## src/rtl/rr_arbiter_pkg.sv

```systemverilog
// Shared definitions for the round-robin arbiter.
//   ST_IDLE / ST_GRANT : FSM state encoding
//   clog2              : ceiling log2, returns 0 for inputs 0 and 1
package arb_pkg;

  localparam logic ST_IDLE  = 1'b0;
  localparam logic ST_GRANT = 1'b1;

  function automatic int unsigned clog2(input int unsigned value);
    int unsigned result;
    result = 0;
    for (int i = 0; i < 32; i++) begin
      if ((64'd1 << i) < 64'(value)) result = unsigned'(i) + 1;
    end
    return result;
  endfunction

endpackage

```

## src/rtl/rr_arbiter_if.sv

```systemverilog
// Request/grant bundle between requesters and the arbiter.
//   req       : per-requester level request
//   done      : release strobe from the current owner
//   gnt       : one-hot grant
//   gnt_code  : binary index of the granted requester
//   gnt_valid : a grant is active
//   timeout   : one-cycle pulse when a grant is revoked by the hold limit
// master = requester side, slave = arbiter side.
interface rr_arbiter_if #(
  parameter int unsigned N = 8,
  parameter int unsigned W = 3
);

  logic [N-1:0] req;
  logic         done;
  logic [N-1:0] gnt;
  logic [W-1:0] gnt_code;
  logic         gnt_valid;
  logic         timeout;

  modport master (
    output req,
    output done,
    input  gnt,
    input  gnt_code,
    input  gnt_valid,
    input  timeout
  );

  modport slave (
    input  req,
    input  done,
    output gnt,
    output gnt_code,
    output gnt_valid,
    output timeout
  );

endinterface

```

## src/rtl/rr_arbiter_pick.sv

```systemverilog
// Combinational round-robin picker.
//   i_req  : request vector
//   i_ptr  : index with highest priority (0..N-1)
//   o_pick : first set request scanning i_ptr, i_ptr+1, .., wrapping at N
//   o_any  : at least one request is set
module rr_pick #(
  parameter int unsigned N = 8,
  parameter int unsigned W = 3
) (
  input  logic [N-1:0] i_req,
  input  logic [W-1:0] i_ptr,
  output logic [W-1:0] o_pick,
  output logic         o_any
);

  localparam logic [W:0] N_VAL = (W+1)'(N);

  logic [2*N-1:0] w_dbl;
  logic [N-1:0]   w_rot;
  logic [W-1:0]   w_idx;
  logic [W:0]     w_sum;

  // Doubling the vector turns the rotate into a plain shift, valid for any N.
  assign w_dbl = {i_req, i_req};
  assign w_rot = N'(w_dbl >> i_ptr);

  // Lowest index wins.
  always_comb begin
    w_idx = '0;
    for (int i = int'(N) - 1; i >= 0; i--) begin
      if (w_rot[i]) w_idx = W'(i);
    end
  end

  assign w_sum  = {1'b0, w_idx} + {1'b0, i_ptr};
  assign o_pick = (w_sum >= N_VAL) ? W'(w_sum - N_VAL) : w_sum[W-1:0];
  assign o_any  = |i_req;

endmodule

```

## src/rtl/rr_arbiter.sv

```systemverilog
// Round-robin arbiter with a grant hold limit.
//   clk      : clock, rising edge
//   rst      : synchronous active-high reset
//   bus      : rr_arbiter_if slave (req/done in, gnt/gnt_code/gnt_valid/timeout out)
// A grant is held until the owner drops req, pulses done, or MAX_HOLD cycles elapse
// (MAX_HOLD = 0 disables the limit). One idle cycle always separates grants.
module rr_arbiter
  import arb_pkg::*;
#(
  parameter int unsigned N        = 8,
  parameter int unsigned W        = clog2(N),
  parameter int unsigned MAX_HOLD = 16
) (
  input logic          clk,
  input logic          rst,
  rr_arbiter_if.slave  bus
);

  localparam int unsigned     CNT_W    = clog2(MAX_HOLD) + 1;
  localparam logic [CNT_W-1:0] CNT_LAST = CNT_W'((MAX_HOLD == 0) ? 0 : MAX_HOLD - 1);
  localparam logic [W-1:0]    LAST_IDX = W'(N - 1);
  localparam logic [N-1:0]    ONE_HOT0 = N'(1);

  logic             r_state;
  logic [W-1:0]     r_ptr;
  logic [CNT_W-1:0] r_cnt;
  logic [N-1:0]     r_gnt;
  logic [W-1:0]     r_gnt_code;
  logic             r_gnt_valid;
  logic             r_timeout;

  logic             w_state_nxt;
  logic [W-1:0]     w_ptr_nxt;
  logic [CNT_W-1:0] w_cnt_nxt;
  logic [N-1:0]     w_gnt_nxt;
  logic [W-1:0]     w_code_nxt;
  logic             w_valid_nxt;
  logic             w_timeout_nxt;

  logic [W-1:0]     w_pick;
  logic             w_any;
  logic             w_owner_req;
  logic             w_expire;
  logic             w_release;

  rr_pick #(
    .N (N),
    .W (W)
  ) u_pick (
    .i_req  (bus.req),
    .i_ptr  (r_ptr),
    .o_pick (w_pick),
    .o_any  (w_any)
  );

  assign w_owner_req = bus.req[r_gnt_code];
  assign w_expire    = (MAX_HOLD != 0) && (r_cnt == CNT_LAST);
  assign w_release   = !w_owner_req || bus.done || w_expire;

  // State register plus all datapath/output registers.
  always_ff @(posedge clk) begin
    if (rst) begin
      r_state     <= ST_IDLE;
      r_ptr       <= '0;
      r_cnt       <= '0;
      r_gnt       <= '0;
      r_gnt_code  <= '0;
      r_gnt_valid <= 1'b0;
      r_timeout   <= 1'b0;
    end else begin
      r_state     <= w_state_nxt;
      r_ptr       <= w_ptr_nxt;
      r_cnt       <= w_cnt_nxt;
      r_gnt       <= w_gnt_nxt;
      r_gnt_code  <= w_code_nxt;
      r_gnt_valid <= w_valid_nxt;
      r_timeout   <= w_timeout_nxt;
    end
  end

  // Next state.
  always_comb begin
    w_state_nxt = r_state;
    case (r_state)
      ST_IDLE:  if (w_any) w_state_nxt = ST_GRANT;
      ST_GRANT: if (w_release) w_state_nxt = ST_IDLE;
      default:  w_state_nxt = ST_IDLE;
    endcase
  end

  // Next values of the registered outputs, pointer and hold counter.
  always_comb begin
    w_ptr_nxt     = r_ptr;
    w_cnt_nxt     = r_cnt;
    w_gnt_nxt     = r_gnt;
    w_code_nxt    = r_gnt_code;
    w_valid_nxt   = r_gnt_valid;
    w_timeout_nxt = 1'b0;
    case (r_state)
      ST_IDLE: begin
        if (w_any) begin
          w_gnt_nxt   = ONE_HOT0 << w_pick;
          w_code_nxt  = w_pick;
          w_valid_nxt = 1'b1;
          w_cnt_nxt   = '0;
        end else begin
          w_gnt_nxt   = '0;
          w_valid_nxt = 1'b0;
        end
      end
      ST_GRANT: begin
        if (w_release) begin
          w_gnt_nxt     = '0;
          w_valid_nxt   = 1'b0;
          w_ptr_nxt     = (r_gnt_code == LAST_IDX) ? '0 : r_gnt_code + 1'b1;
          // Only a pure hold-limit release is flagged.
          w_timeout_nxt = w_expire && w_owner_req && !bus.done;
        end else if (r_cnt != '1) begin
          w_cnt_nxt = r_cnt + 1'b1;
        end
      end
      default: ;
    endcase
  end

  assign bus.gnt       = r_gnt;
  assign bus.gnt_code  = r_gnt_code;
  assign bus.gnt_valid = r_gnt_valid;
  assign bus.timeout   = r_timeout;

endmodule

```

## src/flat_wrapper.sv

```systemverilog
// flat-port wrapper written by rule: the top's interface ports become plain ports
module rr_arbiter_flat import arb_pkg::*;
#(
  parameter int unsigned N        = 8,
  parameter int unsigned W        = clog2(N),
  parameter int unsigned MAX_HOLD = 16
)
  (clk, rst, bus_req, bus_done, bus_gnt, bus_gnt_code, bus_gnt_valid, bus_timeout);
  rr_arbiter_if #(.N(N), .W(W)) bus_i ();
  input logic clk;
  input logic rst;
  input wire logic [$bits(bus_i.req)-1:0] bus_req;
  input wire logic [$bits(bus_i.done)-1:0] bus_done;
  output wire logic [$bits(bus_i.gnt)-1:0] bus_gnt;
  output wire logic [$bits(bus_i.gnt_code)-1:0] bus_gnt_code;
  output wire logic [$bits(bus_i.gnt_valid)-1:0] bus_gnt_valid;
  output wire logic [$bits(bus_i.timeout)-1:0] bus_timeout;
  assign bus_i.req = bus_req;
  assign bus_i.done = bus_done;
  assign bus_gnt = bus_i.gnt;
  assign bus_gnt_code = bus_i.gnt_code;
  assign bus_gnt_valid = bus_i.gnt_valid;
  assign bus_timeout = bus_i.timeout;
  rr_arbiter #(.N(N), .W(W), .MAX_HOLD(MAX_HOLD)) u_core (.clk(clk), .rst(rst), .bus(bus_i));
endmodule
```

## config.mk

```make
export PLATFORM = sky130hd
export DESIGN_NAME = rr_arbiter_flat
export DESIGN_NICKNAME = d
export VERILOG_FILES = /design/src/rtl/rr_arbiter_pkg.sv /design/src/rtl/rr_arbiter_if.sv /design/src/rtl/rr_arbiter_pick.sv /design/src/rtl/rr_arbiter.sv /design/src/flat_wrapper.sv
export SDC_FILE = /design/constraint.sdc
export NUM_CORES = 1
export LEC_CHECK = 0
export BUFFER_PORTS_ARGS = -buffer_cell sky130_fd_sc_hd__clkbuf_2
export CELL_PAD_IN_SITES_DETAIL_PLACEMENT = 1
export CELL_PAD_IN_SITES_GLOBAL_PLACEMENT = 1
export CORE_MARGIN = 2
export CORE_UTILIZATION = 28
export DETAILED_ROUTE_END_ITERATION = 12
export PLACE_DENSITY_LB_ADDON = 0.1
export SKIP_LAST_GASP = 1
export SLEW_MARGIN = 20
export SYNTH_ARGS = -nofsm -noshare
export SYNTH_HDL_FRONTEND = slang
export SYNTH_SLANG_ARGS = --single-unit
```

## constraint.sdc

```tcl
create_clock -name clk -period 3.5 [get_ports clk]
set_input_delay 0.7 -clock clk [delete_from_list [all_inputs] [get_ports clk]]
set_output_delay 0.7 -clock clk [all_outputs]
set_load 0.005 [all_outputs]
```

Word level (Yosys, flattened, before mapping)
Cells that the tools add are included.
{ "op_classes": {"add_sub_neg": 4, "bitwise": 2, "eq_ne": 7, "n_reduce_logical": 11, "muxes": 24, "n_shift": 2, "magnitude_cmp": 2} }
{ "op_table": {"columns": ["operator", "count"], "rows": [
  ["$mux 3", 10],
  ["$mux 8", 2],
  ["$pmux 8 s2", 1],
  ["$shr 16x3->8", 1],
  ["$mux 5", 3],
  ["$pmux 5 s2", 1],
  ["$ne 2x2->1 const B", 4],
  ["$reduce_or 8->1", 1],
  ["$shl 1x3->8 const A", 1],
  ["$add 5x1->5 const B", 1],
  ["$eq 5x4->1 const B", 1],
  ["$ne 5x5->1 const B", 1],
  ["$add 3x3->4", 1],
  ["$ge 4x4->1 const B", 1],
  ["$lt 3x4->1 const B", 1],
  ["$mux 1", 4],
  ["$pmux 1 s2", 2],
  ["$reduce_and 2->1", 2],
  ["$add 3x1->3 const B", 1],
  ["$bmux 1 s3", 1],
  ["$eq 3x3->1 const B", 1],
  ["$reduce_and 3->1", 1],
  ["$reduce_or 3->1", 1],
  ["$sub 3x1->3 const B", 1],
  ["4 further kinds", 8]
]} }
{ "word_totals": {"register_bits": 22, "output_inout_bits": 13, "inputBits": 11, "elab_cells": 59} }

Longest topological paths before layout
Gate-level depths: netlist (run 1).
{ "logic_depth": {"ltp_word": 15, "ltp_mapped": 14, "mapped_depth_nobuf": 11} }

Hierarchy
From an unflattened synthesis (run 1), not the netlist that was laid out.
{ "unflattened": {"hier_cells": 148, "hier_area_um2": 1503.9} }
{ "modules_own_cells": {"columns": ["mod", "area_per_inst_um2", "cells_each", "instances", "seq_area_each_um2"], "rows": [
  ["rr_arbiter", 1026.0, 106, 1, 440.4],
  ["rr_pick", 478.0, 42, 1, 0.0]
]} }

Worst setup path after synthesis (run 1)
Ideal clock, no wire load.
{ "synth_path": {"path_kind": "input-to-reg", "startpoint": "input bus_req[0]", "endpoint": "register u_core.r_gnt[6] (netlist: u_core.bus.gnt[6])", "t_arrival_ps": 2951, "setup_ps": 117, "path_slack_ps": 432, "required_time_ps": 3383, "cell_stages": 12, "n_path_buf": 2, "path_cell_list": "buf_2 > mux2_2 > o21a_1 > a211oi_1 > nor2_1 > o31ai_1 > ha_1 > inv_1 > fa_1 > buf_1 > nor3_1 > a22o_1"} }
{ "synth_between": {"elab_chain_len": 15, "elab_cells_between_ends": 23, "classes_between": "2 x add/sub; 1 x order compare; 1 x eq/ne; 2 x shift; 13 x mux; 4 x reduce/logical"} }
{ "synth_rtl": {"columns": ["item", "line_no", "text"], "rows": [
  ["start: declaration", "flat_wrapper.sv:12", "input wire logic [$bits(bus_i.req)-1:0] bus_req;"],
  ["$shr 16x3->8", "rr_arbiter_pick.sv:25", "assign w_rot = N'(w_dbl >> i_ptr);"],
  ["$mux 3 (8 in series)", "rr_arbiter_pick.sv:31", "if (w_rot[i]) w_idx = W'(i);"],
  ["$add 3x3->4", "rr_arbiter_pick.sv:35", "assign w_sum = {1'b0, w_idx} + {1'b0, i_ptr};"],
  ["$ge 4x4->1 / $sub 3x1->3 (equally long branches)", "rr_arbiter_pick.sv:36", "assign o_pick = (w_sum >= N_VAL) ? W'(w_sum - N_VAL) : w_sum[W-1:0];"],
  ["$mux 3", "rr_arbiter_pick.sv:36", null],
  ["$shl 1x3->8", "rr_arbiter.sv:102", "w_gnt_nxt = ONE_HOT0 << w_pick;"],
  ["$mux 8", "rr_arbiter.sv:101", "if (w_any) begin"],
  ["$pmux 8 s2", "rr_arbiter.sv:99", "case (r_state)"],
  ["end signal: assignment", "rr_arbiter.sv:74", "r_gnt <= w_gnt_nxt;"],
  ["end: declaration", "rr_arbiter.sv:27", "logic [N-1:0] r_gnt;"]
]} }
Several ways; a longest one is shown, not always the timed one. The select of a mux whose other input is x is not followed.
A chain may end at the register's enable or synchronous reset.

Worst setup path in the final report (run 1)
{ "layout_path": {"startpoint": "register u_core.r_ptr[1]", "endpoint": "register u_core.r_gnt[0] (netlist: u_core.bus.gnt[0])"} }
{ "layout_between": {"elab_chain_len": 15, "elab_cells_between_ends": 16, "classes_between": "2 x add/sub; 1 x order compare; 2 x shift; 11 x mux"} }
{ "layout_rtl": {"columns": ["item", "line_no", "text"], "rows": [
  ["start: declaration", "rr_arbiter.sv:25", "logic [W-1:0] r_ptr;"],
  ["start signal: assignment", "rr_arbiter.sv:72", "r_ptr <= w_ptr_nxt;"],
  ["$shr 16x3->8", "rr_arbiter_pick.sv:25", null],
  ["$mux 3 (8 in series)", "rr_arbiter_pick.sv:31", null],
  ["$add 3x3->4 *", "rr_arbiter_pick.sv:35", null],
  ["$ge 4x4->1 / $sub 3x1->3 (equally long branches)", "rr_arbiter_pick.sv:36", null],
  ["$mux 3 *", "rr_arbiter_pick.sv:36", null],
  ["$shl 1x3->8 *", "rr_arbiter.sv:102", null],
  ["$mux 8 *", "rr_arbiter.sv:101", null],
  ["$pmux 8 s2 *", "rr_arbiter.sv:99", null]
]} }
Every way passes the cells marked *; elsewhere a longest branch is shown, timed or not.

==> flow_metrics.py, run 1 <==
metrics = {
    "setup_path": {
        "r2r_cells": 12,
        "crit_fanout": 14,
        "crit_family": "compound AO/OA/AOI/OAI gates",
        "crit_buf_inv": 3,
        "worst-path-stages": 12,
        "crit_path_start_kind": "register",
        "slowest_stage": "dfxtp_2",
        "cp_cell_sequence": "buf_4 -> inv_1 -> a211oi_1 -> o31ai_1 -> a21oi_1 -> nor2_1 -> o31ai_1 -> ha_1 -> inv_1 -> fa_1 -> xnor2_2 -> o21ai_0",
        "criticalPathCategory": "register to register",
        "cp-end-kind": "register",
        "crit_arrival_ns": 3.16,
        "cp.required_ns": 3.64,
        "max_stage_delay_ns": 0.51,
    },
    "pwr": {
        "irDropWorstVdd_uv": 216,
        "p_leak_nw": 0.722,
        "p_total_w": 0.000828,
        "power_density_mw_per_mm2": 450,
    },
    "drt": {
        "routedWlPerCell_um": 16.3,
        "first_pass_iters": 4,
        "wl_mm": 4.62,
        "drcViolationCount": 0,
        "dr.first_iter.drc_count": 47,
        "vias": 1530,
        "vias_per_cell": 5.39,
        "postRouteAntennaNets": 0,
    },
    "synth": {
        "synth_area_leader_cell": "dfxtp_1",
        "syn_avg_cell_area_um2": 8.35,
        "ys_seq_area_share_pct": 27.1,
        "synthFlopType": "dfxtp_1",
        "yosys-top-cells-count": "nand2_1, dfxtp_1, nor2_1, a21oi_1, o21ai_0",
        "synth_area_mm2": 0.00163,
        "synthTopCellsByArea": "dfxtp_1, nand2_1, mux4_1",
        "synth_edf_count": 0,
        "yosysMostFrequentCell": "nand2_1",
        "yosys.area.top_type_share_pct": 27.1,
        "ys_ff_latch": 22,
        "async_flop_share_pct": 0,
        "synth_nets": 213,
        "synth.distinct_cells": 53,
        "ys_warn_count": 0,
        "synth_cells": 195,
    },
    "sta": {
        "slew_violations": 0,
        "worstMarginPinSlew_ns": 0.760,
        "holdWs_ns": 0.452,
        "fin_crit_ns": 3.03,
        "fin_worst_skew_ns": 0.00172,
        "relSlewSlack_pct": 48.7,
        "layout_setup_ws_ns": 0.472,
        "rsz0062_at_grt": "false",
        "tns_ns": 0,
        "fin_crit_sh_pct": 86.5,
        "finalHoldViolCount": 0,
        "setup_viol": 0,
        "fmax_ghz": 0.330,
    },
    "cts": {
        "cts_buffers": 3,
        "post_cts_hold_buffer_count": 0,
        "root_buffer": "clkbuf_8",
        "cts_tree": "built",
        "h-tree-depth": 1,
        "cts_setup_buffers": 0,
        "cts_max_path_buffers": 2,
        "cts.reportedPaths.clkPinSlew_ns": 0.08,
        "clkLatencyLatePin_ns": 0.26,
        "cts_sinks": 22,
    },
    "floorplanning": {
        "pin_count": 24,
        "core-area_mm2": 0.00557,
        "die_w_um": 80.2,
        "row_count": 27,
        "die-area_mm2": 0.00644,
        "die-height_um": 80.2,
        "initial_core_util_pct": 29.2,
    },
    "placement": {
        "place_hpwl_mm": 3.60,
        "port_buffers": 23,
        "place_worst_setup_slack_ns": 0.174,
        "place_congestion": 0.820,
    },
    "global_routing": {
        "grt_max_degree": 17,
        "grt_pass1_wl_mm": 7.89,
        "overflow": 0,
        "grt_pass1_vias": 1558,
        "antenna_found_initial": 0,
        "grt_usage_pct": 15.6,
    },
    "layout": {
        "finalNetCount": 231,
        "area_delta_synth_final_pct": 13.1,
        "antenna_cells": 0,
        "layout-drive-gt1-share_pct": 19.3,
    },
    "min_path": {
        "hold_depth": 2,
        "hold_class": "register to register",
    },
    "outcome": {
        "status": "finished, final reports clean",
    },
    "run": {
        "maxCapViolCount": 0,
    },
}
==> final cells by class <==
type | instances | area (um^2)
clock inverter | 1 | 30.0
tap | 72 | 90.1
inverter | 8 | 30.0
timing repair buffer | 26 | 138
multi-input combinational | 152 | 1070
clock buffer | 3 | 41.3
sequential | 22 | 442
fill | 686 | 3730
==> repair_timing <==
action | in CTS | in global routing
hold endpoints to repair | 0 | 0
resized for setup | 0 | 1
endpoints found under the setup margin | 0 | 3
==> cells in the final DEF, fill, tap and decap left out, types with 2 or more instances in the layout <==
| cell | instances |
|---|---|
| a211oi_1 | 6 |
| a21oi_1 | 12 |
| o21ai_0 | 9 |
| a22o_1 | 4 |
| nand2_1 | 23 |
| o31ai_1 | 3 |
| nand3b_1 | 2 |
| clkbuf_8 | 3 |
| nor2b_1 | 3 |
| a22oi_1 | 2 |
| a31oi_1 | 3 |
| nor2_1 | 16 |
| dfxtp_1 | 21 |
| nor3_1 | 8 |
| nand3_1 | 6 |
| o21a_1 | 2 |
| clkbuf_2 | 23 |
| inv_1 | 8 |
| and3_1 | 2 |
| buf_4 | 3 |
| mux2_2 | 3 |
| or3_1 | 3 |
| ha_1 | 6 |
| mux2i_1 | 4 |
| xor2_1 | 2 |
| nand2b_1 | 6 |
| mux4_1 | 3 |
==> sequential cells by signal (all words and copies together), names as in the netlist <==
register	count
u_core.r_cnt	5
u_core.bus.gnt_code	3
u_core.bus.gnt	8
u_core.bus.timeout	1
u_core.r_ptr	3
u_core.r_state	1
u_core.bus.gnt_valid	1
==> layer usage <==
metal	global-route usage, %	vias up	part of all wire [%]
li1	-	748	-
met1	21.7	747	51
met2	24.6	29	45
met3	3.03	6	2.6
met4	3.90	0	1.1
met5	0	-	0
==> stage by stage <==
stage | instance area [um^2] | utilization, % | cells
2_1_floorplan | 1630 | - | 195
3_3_place_gp | 1770 | 31.7 | 280
3_5_place_dp | 1770 | 31.7 | 280
4_1_cts | 1840 | 33.0 | 284
5_1_grt | 1840 | 33.0 | 284
6_report | 1840 | 33.0 | 284
==> report_power, final <==
group	switching (W)	leakage, nW	internal [W]
Sequential	0.0000359	0.180	0.000274
Combinational	0.000159	0.506	0.000118
Clock	0.0000891	0.0357	0.000153
==> kinds of logic (layout without fill, tap and decap cells) <==
kind of cell,after synthesis,after routing,share of synthesized area [%]
AND/OR/NAND/NOR,77,77,23.7
adder cells (fa/ha/maj),8,8,6.46
flip-flops,22,22,27.1
AO/OA/AOI/OAI,53,53,22.8
buffers and inverters,21,38,7.22
multiplexers,11,11,10.8
XOR/XNOR,3,3,2.08
==> worst paths after layout <==
kind / start / slack, ns / to
worst min-delay path: u_core.bus.gnt_valid$_SDFFE_PP0P_ / 0.45 / u_core.bus.gnt_valid$_SDFFE_PP0P_
worst max register to register: u_core.r_ptr[1]$_SDFFE_PP0P_ / 0.47 / u_core.bus.gnt[0]$_SDFFE_PP0P_
worst max-delay path: u_core.r_ptr[1]$_SDFFE_PP0P_ / 0.47 / u_core.bus.gnt[0]$_SDFFE_PP0P_
worst min register to register: u_core.bus.gnt_valid$_SDFFE_PP0P_ / 0.45 / u_core.bus.gnt_valid$_SDFFE_PP0P_
==> tightest hold or removal path, cell delays in order, from the launching register on <==
cell and delay, ns:
dfxtp_1 0.32, nand2_1 0.05, nand2_1 0.04
(Power assumes the default switching activity.)
==> run 2, diff against run 1 <==
--- a/config.mk
+++ b/config.mk
@@ -11,6 +11,8 @@
 export CORE_MARGIN = 2
 export CORE_UTILIZATION = 28
 export DETAILED_ROUTE_END_ITERATION = 12
+export GPL_TIMING_DRIVEN = 0
+export MAX_ROUTING_LAYER = met4
 export PLACE_DENSITY_LB_ADDON = 0.1
 export SKIP_LAST_GASP = 1
 export SLEW_MARGIN = 20
==> run 2 against run 1 <==
Against the previous run:
- global-route usage up 0.79 points
- hold slack worse by 0.0070 ns
- critical endpoint is now u_core.bus.gnt[6]$_SDFFE_PP0P_
- critical path depth up 1
- power up 2.6%
- combinational power up 14%
- first-iteration DRC count up 32%
- final area up 3.9%
- largest power group is now combinational cells
- sequential power down 4%
- setup slack worse by 0.22 ns
- wire length up 3.7%
==> flow_metrics.py, run 2 (synthesis gave the netlist of run 1 again) <==
metrics = {
    "outcome": {
        "status": "finished, final reports clean",
    },
    "sta": {
        "fin_worst_skew_ns": 0.000931,
        "rsz0062_at_grt": "false",
        "setup_viol": 0,
        "fmax_ghz": 0.308,
        "relSlewSlack_pct": 49.9,
        "worstMarginPinSlew_ns": 0.741,
        "fin_crit_ns": 3.25,
        "fin_crit_sh_pct": 92.9,
        "slew_violations": 0,
        "finalHoldViolCount": 0,
        "layout_setup_ws_ns": 0.249,
    },
    "drt": {
        "vias": 1532,
        "routedWlPerCell_um": 16.5,
        "wl_mm": 4.79,
        "drcViolationCount": 0,
        "first_pass_iters": 4,
        "postRouteAntennaNets": 0,
        "vias_per_cell": 5.28,
        "dr.first_iter.drc_count": 62,
    },
    "cts": {
        "cts_tree": "built",
        "h-tree-depth": 1,
        "cts_sinks": 22,
        "cts_max_path_buffers": 2,
        "root_buffer": "clkbuf_8",
        "cts_setup_buffers": 0,
        "cts_buffers": 3,
        "cts.reportedPaths.clkPinSlew_ns": 0.08,
        "clkLatencyLatePin_ns": 0.26,
    },
    "pwr": {
        "power_density_mw_per_mm2": 444,
        "swShare_pct": 34.3,
        "internal_power_w": 0.000559,
        "irDropWorstVdd_uv": 169,
        "p_switching_w": 0.000291,
        "pwr-share-clk_pct": 28.0,
        "pwr-share-seq_pct": 34.9,
        "p_comb_share_pct": 37.1,
        "p_leak_nw": 0.755,
    },
    "floorplanning": {
        "die-height_um": 80.2,
        "die-area_mm2": 0.00644,
        "die_w_um": 80.2,
        "row_count": 27,
        "initial_core_util_pct": 29.2,
        "pin_count": 24,
        "core-area_mm2": 0.00557,
    },
    "setup_path": {
        "crit_fanout": 10,
        "cp-end-kind": "register",
        "crit_path_start_kind": "register",
        "crit_arrival_ns": 3.41,
        "cp.required_ns": 3.66,
        "slowest_stage": "fa_2",
        "criticalPathCategory": "register to register",
        "max_stage_delay_ns": 0.64,
        "cp_cell_sequence": "buf_2 -> buf_2 -> inv_1 -> a211oi_1 -> o31ai_1 -> a21oi_1 -> nor2_1 -> o31ai_1 -> ha_1 -> inv_1 -> fa_2 -> nor3_1 -> a22o_1",
    },
    "layout": {
        "fill_cells": 705,
        "fin_cells": 290,
        "antenna_cells": 0,
        "largest_reg_flops": 8,
        "layout_commonest_cell": "nand2_1",
        "final_core_util_pct": 34.3,
        "area_delta_synth_final_pct": 17.4,
        "layout_common_cells": "nand2_1, dfxtp_1, clkbuf_2",
        "layout-drive-gt1-share_pct": 21.1,
        "finalNetCount": 237,
    },
    "placement": {
        "place_hpwl_mm": 3.70,
        "place_congestion": 0.847,
        "port_buffers": 20,
        "dp.cells": 287,
        "place_worst_setup_slack_ns": -0.138,
    },
    "global_routing": {
        "grt_max_degree": 14,
        "overflow": 0,
        "grt_pass1_wl_mm": 8.02,
        "antenna_found_initial": 0,
        "grt_pass1_vias": 1586,
        "grt_usage_pct": 16.4,
    },
    "min_path": {
        "hold_class": "register to register",
    },
    "run": {
        "maxCapViolCount": 0,
    },
}
==> run 2: changes by cell type in the layout (fill, tap and decap cells not counted), moves of 3 or more <==
cell | before | now
buf_4 | 3 | 0
buf_6 | 0 | 3
buf_2 | 0 | 5
clkbuf_2 | 23 | 20
clkbuf_1 | 0 | 3
==> run 2: through the flow <==
step	hold slack [ns]	TNS (ns)	area [um^2]	total power (W)
2_1_floorplan	0.439	0	1630	0.000510
3_3_place_gp	0.433	0	1820	0.000591
3_5_place_dp	0.439	-0.685	1820	0.000605
4_1_cts	0.452	0	1890	0.000848
5_1_grt	0.470	0	1910	0.000910
6_report	0.445	0	1910	0.000850
==> run 2: cell type report <==
| cell class | instances | area, um^2 | area share (%) |
|---|---|---|---|
| Buffer | 12 | 83.8 | 4.38 |
| Clock buffer | 3 | 41.3 | 2.16 |
| Clock inverter | 1 | 30.0 | 1.57 |
| Inverter | 8 | 30.0 | 1.57 |
| Multi-Input combinational cell | 152 | 1100 | 57.3 |
| Sequential cell | 22 | 440 | 23.0 |
| Tap cell | 72 | 90.1 | 4.71 |
| Timing Repair Buffer | 20 | 100 | 5.24 |
==> run 2: worst max-delay path, delay by kind of cell, from the launching register on <==
| kind | cells | cell delay (ns) |
|---|---|---|
| buffers and inverters | 4 | 0.75 |
| adders and majority gates | 2 | 0.85 |
| and+or+nand+nor | 2 | 0.16 |
| DFF | 1 | 0.41 |
| AOI/OAI and AO/OA | 5 | 0.97 |
==> run 2: final timing paths <==
check	startpoint	endpoint	slack (ns)	cells past startpoint
max	u_core.r_ptr[1]$_SDFFE_PP0P_	u_core.bus.gnt[6]$_SDFFE_PP0P_	0.25	13
min	u_core.bus.gnt_valid$_SDFFE_PP0P_	u_core.bus.gnt_valid$_SDFFE_PP0P_	0.44	2
max reg2reg	u_core.r_ptr[1]$_SDFFE_PP0P_	u_core.bus.gnt[6]$_SDFFE_PP0P_	0.25	13
min reg2reg	u_core.bus.gnt_valid$_SDFFE_PP0P_	u_core.bus.gnt_valid$_SDFFE_PP0P_	0.44	2
==> run 2: what timing repair did <==
item,in CTS,in global routing
endpoints found under the setup margin,0,10
hold buffers,0,0
gates resized for setup,0,4
==> run 2: per-layer routing <==
metal  up-vias  share of wire, %  global-route usage [%]
met3         2               3.8                    2.70
met1       740                50                    22.0
met2        30                46                    26.5
met5         -                 0                       -
li1        760                 -                       -
met4         0              0.38                    2.37
==> run 2: power by group through the flow <==
| stage | clock (W) | combinational (W) | sequential (W) |
|---|---|---|---|
| 5_1_grt | 0.000258 | 0.000353 | 0.000300 |
| 6_report | 0.000238 | 0.000315 | 0.000297 |
| 4_1_cts | 0.000247 | 0.000305 | 0.000297 |
| 3_3_place_gp | 0 | 0.000291 | 0.000300 |
| 3_5_place_dp | 0 | 0.000302 | 0.000303 |
| 2_1_floorplan | 0 | 0.000213 | 0.000297 |
==> run 3, diff against run 2 <==
--- a/config.mk
+++ b/config.mk
@@ -13,7 +13,7 @@
 export DETAILED_ROUTE_END_ITERATION = 12
 export GPL_TIMING_DRIVEN = 0
 export MAX_ROUTING_LAYER = met4
-export PLACE_DENSITY_LB_ADDON = 0.1
+export PLACE_DENSITY_LB_ADDON = 0.05
 export SKIP_LAST_GASP = 1
 export SLEW_MARGIN = 20
 export SYNTH_ARGS = -nofsm -noshare
==> run 3 against run 2 <==
Against the previous run:
- wire length shrank 4.0%
- die area is the same
- critical path depth is the same
- non-clock buffer count is the same
- utilization is essentially flat
- clock power is essentially flat
- setup slack gained 0.067 ns
- power shrank 0.50%
- via count grew 0.85%
- maximum frequency grew 2.1%
- cell count is the same
- critical path type unchanged
- critical endpoint is now u_core.bus.gnt[7]$_SDFFE_PP0P_
==> flow_metrics.py, run 3 (synthesis gave the netlist of run 1 again) <==
metrics = {
    "outcome": {
        "status": "finished, final reports clean",
    },
    "setup_path": {
        "cp.required_ns": 3.66,
        "crit_start": "u_core.r_ptr[1]$_SDFFE_PP0P_",
        "cp-end-kind": "register",
        "criticalPathCategory": "register to register",
        "crit_arrival_ns": 3.35,
        "reg2reg_from": "u_core.r_ptr[1]$_SDFFE_PP0P_",
        "rrSetupSlack_ns": 0.32,
        "crit_fanout": 10,
        "r2r-end": "u_core.bus.gnt[7]$_SDFFE_PP0P_",
        "crit_path_start_kind": "register",
        "r2r_cells": 13,
    },
    "drt": {
        "vias": 1545,
        "vias_per_cell": 5.33,
        "dr.first_iter.drc_count": 54,
        "drcViolationCount": 0,
        "first_pass_iters": 4,
        "wl_mm": 4.60,
        "routedWlPerCell_um": 15.9,
        "postRouteAntennaNets": 0,
    },
    "cts": {
        "root_buffer": "clkbuf_8",
        "cts_tree": "built",
        "cts_sinks": 22,
        "h-tree-depth": 1,
        "cts_setup_buffers": 0,
        "clkLatencyLatePin_ns": 0.26,
        "cts_max_path_buffers": 2,
        "cts_buffers": 3,
        "post_cts_hold_buffer_count": 0,
        "cts.reportedPaths.clkPinSlew_ns": 0.09,
    },
    "sta": {
        "relSlewSlack_pct": 50.0,
        "tns_ns": 0,
        "fin_worst_skew_ns": 0.00719,
        "fin_crit_sh_pct": 91.0,
        "holdWs_ns": 0.450,
        "setup_viol": 0,
        "slew_violations": 0,
        "rsz0062_at_grt": "false",
        "fin_crit_ns": 3.18,
        "fmax_ghz": 0.314,
        "finalHoldViolCount": 0,
        "worstMarginPinSlew_ns": 0.740,
    },
    "floorplanning": {
        "row_count": 27,
        "core-area_mm2": 0.00557,
        "initial_core_util_pct": 29.2,
        "die-height_um": 80.2,
        "die_w_um": 80.2,
        "die-area_mm2": 0.00644,
        "pin_count": 24,
    },
    "layout": {
        "area_delta_synth_final_pct": 17.4,
        "finalNetCount": 237,
        "largest_reg_flops": 8,
        "layout_common_cells": "nand2_1, dfxtp_1, clkbuf_2",
        "fill_cells": 690,
        "layout_commonest_cell": "nand2_1",
        "fin_cells": 290,
        "antenna_cells": 0,
        "layout-drive-gt1-share_pct": 21.1,
        "final_core_util_pct": 34.3,
    },
    "global_routing": {
        "overflow": 0,
        "grt_pass1_vias": 1530,
        "grt_usage_pct": 15.6,
        "grt_max_degree": 14,
        "grt_pass1_wl_mm": 7.66,
        "antenna_found_initial": 0,
    },
    "pwr": {
        "p_leak_nw": 0.751,
        "p_total_w": 0.000845,
        "irDropWorstVdd_uv": 172,
        "power_density_mw_per_mm2": 443,
    },
    "min_path": {
        "hp-start": "u_core.bus.gnt_valid$_SDFFE_PP0P_",
        "whs_endpoint": "u_core.bus.gnt_valid$_SDFFE_PP0P_",
        "hold_depth": 2,
        "hold_class": "register to register",
    },
    "placement": {
        "place_hpwl_mm": 3.68,
        "dp.cells": 287,
        "port_buffers": 20,
        "place_congestion": 0.840,
    },
    "run": {
        "maxCapViolCount": 0,
    },
}
==> run 3: routing by layer <==
metal	vias up	part of all wire (%)	GRT usage, %
li1	759	-	-
met1	763	51	20.8
met2	23	46	25.6
met3	0	2.6	2.81
met4	0	0	1.86
met5	-	0	-
==> run 3: power breakdown <==
part	switching [W]	total [W]	internal, W
sequential	0.0000234	0.000297	0.000273
combinational	0.000178	0.000311	0.000133
clock	0.0000850	0.000238	0.000153
==> run 3: worst max-delay path, cell delays in order, from the launching register on <==
cell and delay, ns:
dfxtp_1 0.41, clkbuf_4 0.25, clkbuf_4 0.24, inv_1 0.12
a211oi_1 0.20, o31ai_1 0.09, a21oi_1 0.23, nor2_1 0.09
o31ai_1 0.30, ha_1 0.22, inv_1 0.05, fa_2 0.63
nor2_1 0.07, a22o_1 0.20
==> run 3: what timing repair did <==
action,4_1_cts,5_1_grt
endpoints found under the hold margin,0,0
resized for setup,0,7
setup endpoints to repair,0,10
==> run 3: worst max-delay path by stage <==
stage / end / depth (start not counted)
floorplan: u_core.bus.gnt[6]$_SDFFE_PP0P_ / 12
global placement: u_core.bus.gnt[6]$_SDFFE_PP0P_ / 13
detailed placement: u_core.bus.gnt[7]$_SDFFE_PP0P_ / 13
CTS: u_core.bus.gnt[7]$_SDFFE_PP0P_ / 14
global route: u_core.bus.gnt[7]$_SDFFE_PP0P_ / 13
finish: u_core.bus.gnt[7]$_SDFFE_PP0P_ / 13
==> run 3: through the flow <==
stage | setup WS [ns] | cell area, um^2
floorplan | 0.432 | 1630
global placement | 0.0387 | 1820
detailed placement | -0.126 | 1820
CTS | 0.0527 | 1890
global route | 0.0733 | 1910
finish | 0.316 | 1910
==> run 3: area by class of cell <==
cell class	count	area, um^2	share of cell area, %
plain buffers	12	90.1	4.72
clock buffers	3	41.3	2.16
clock inverters	1	30.0	1.57
inverters	8	30.0	1.57
multi-input cells	152	1090	57.0
flip-flops and latches	22	440	23.1
well taps	72	90.1	4.72
repair buffers	20	100	5.24
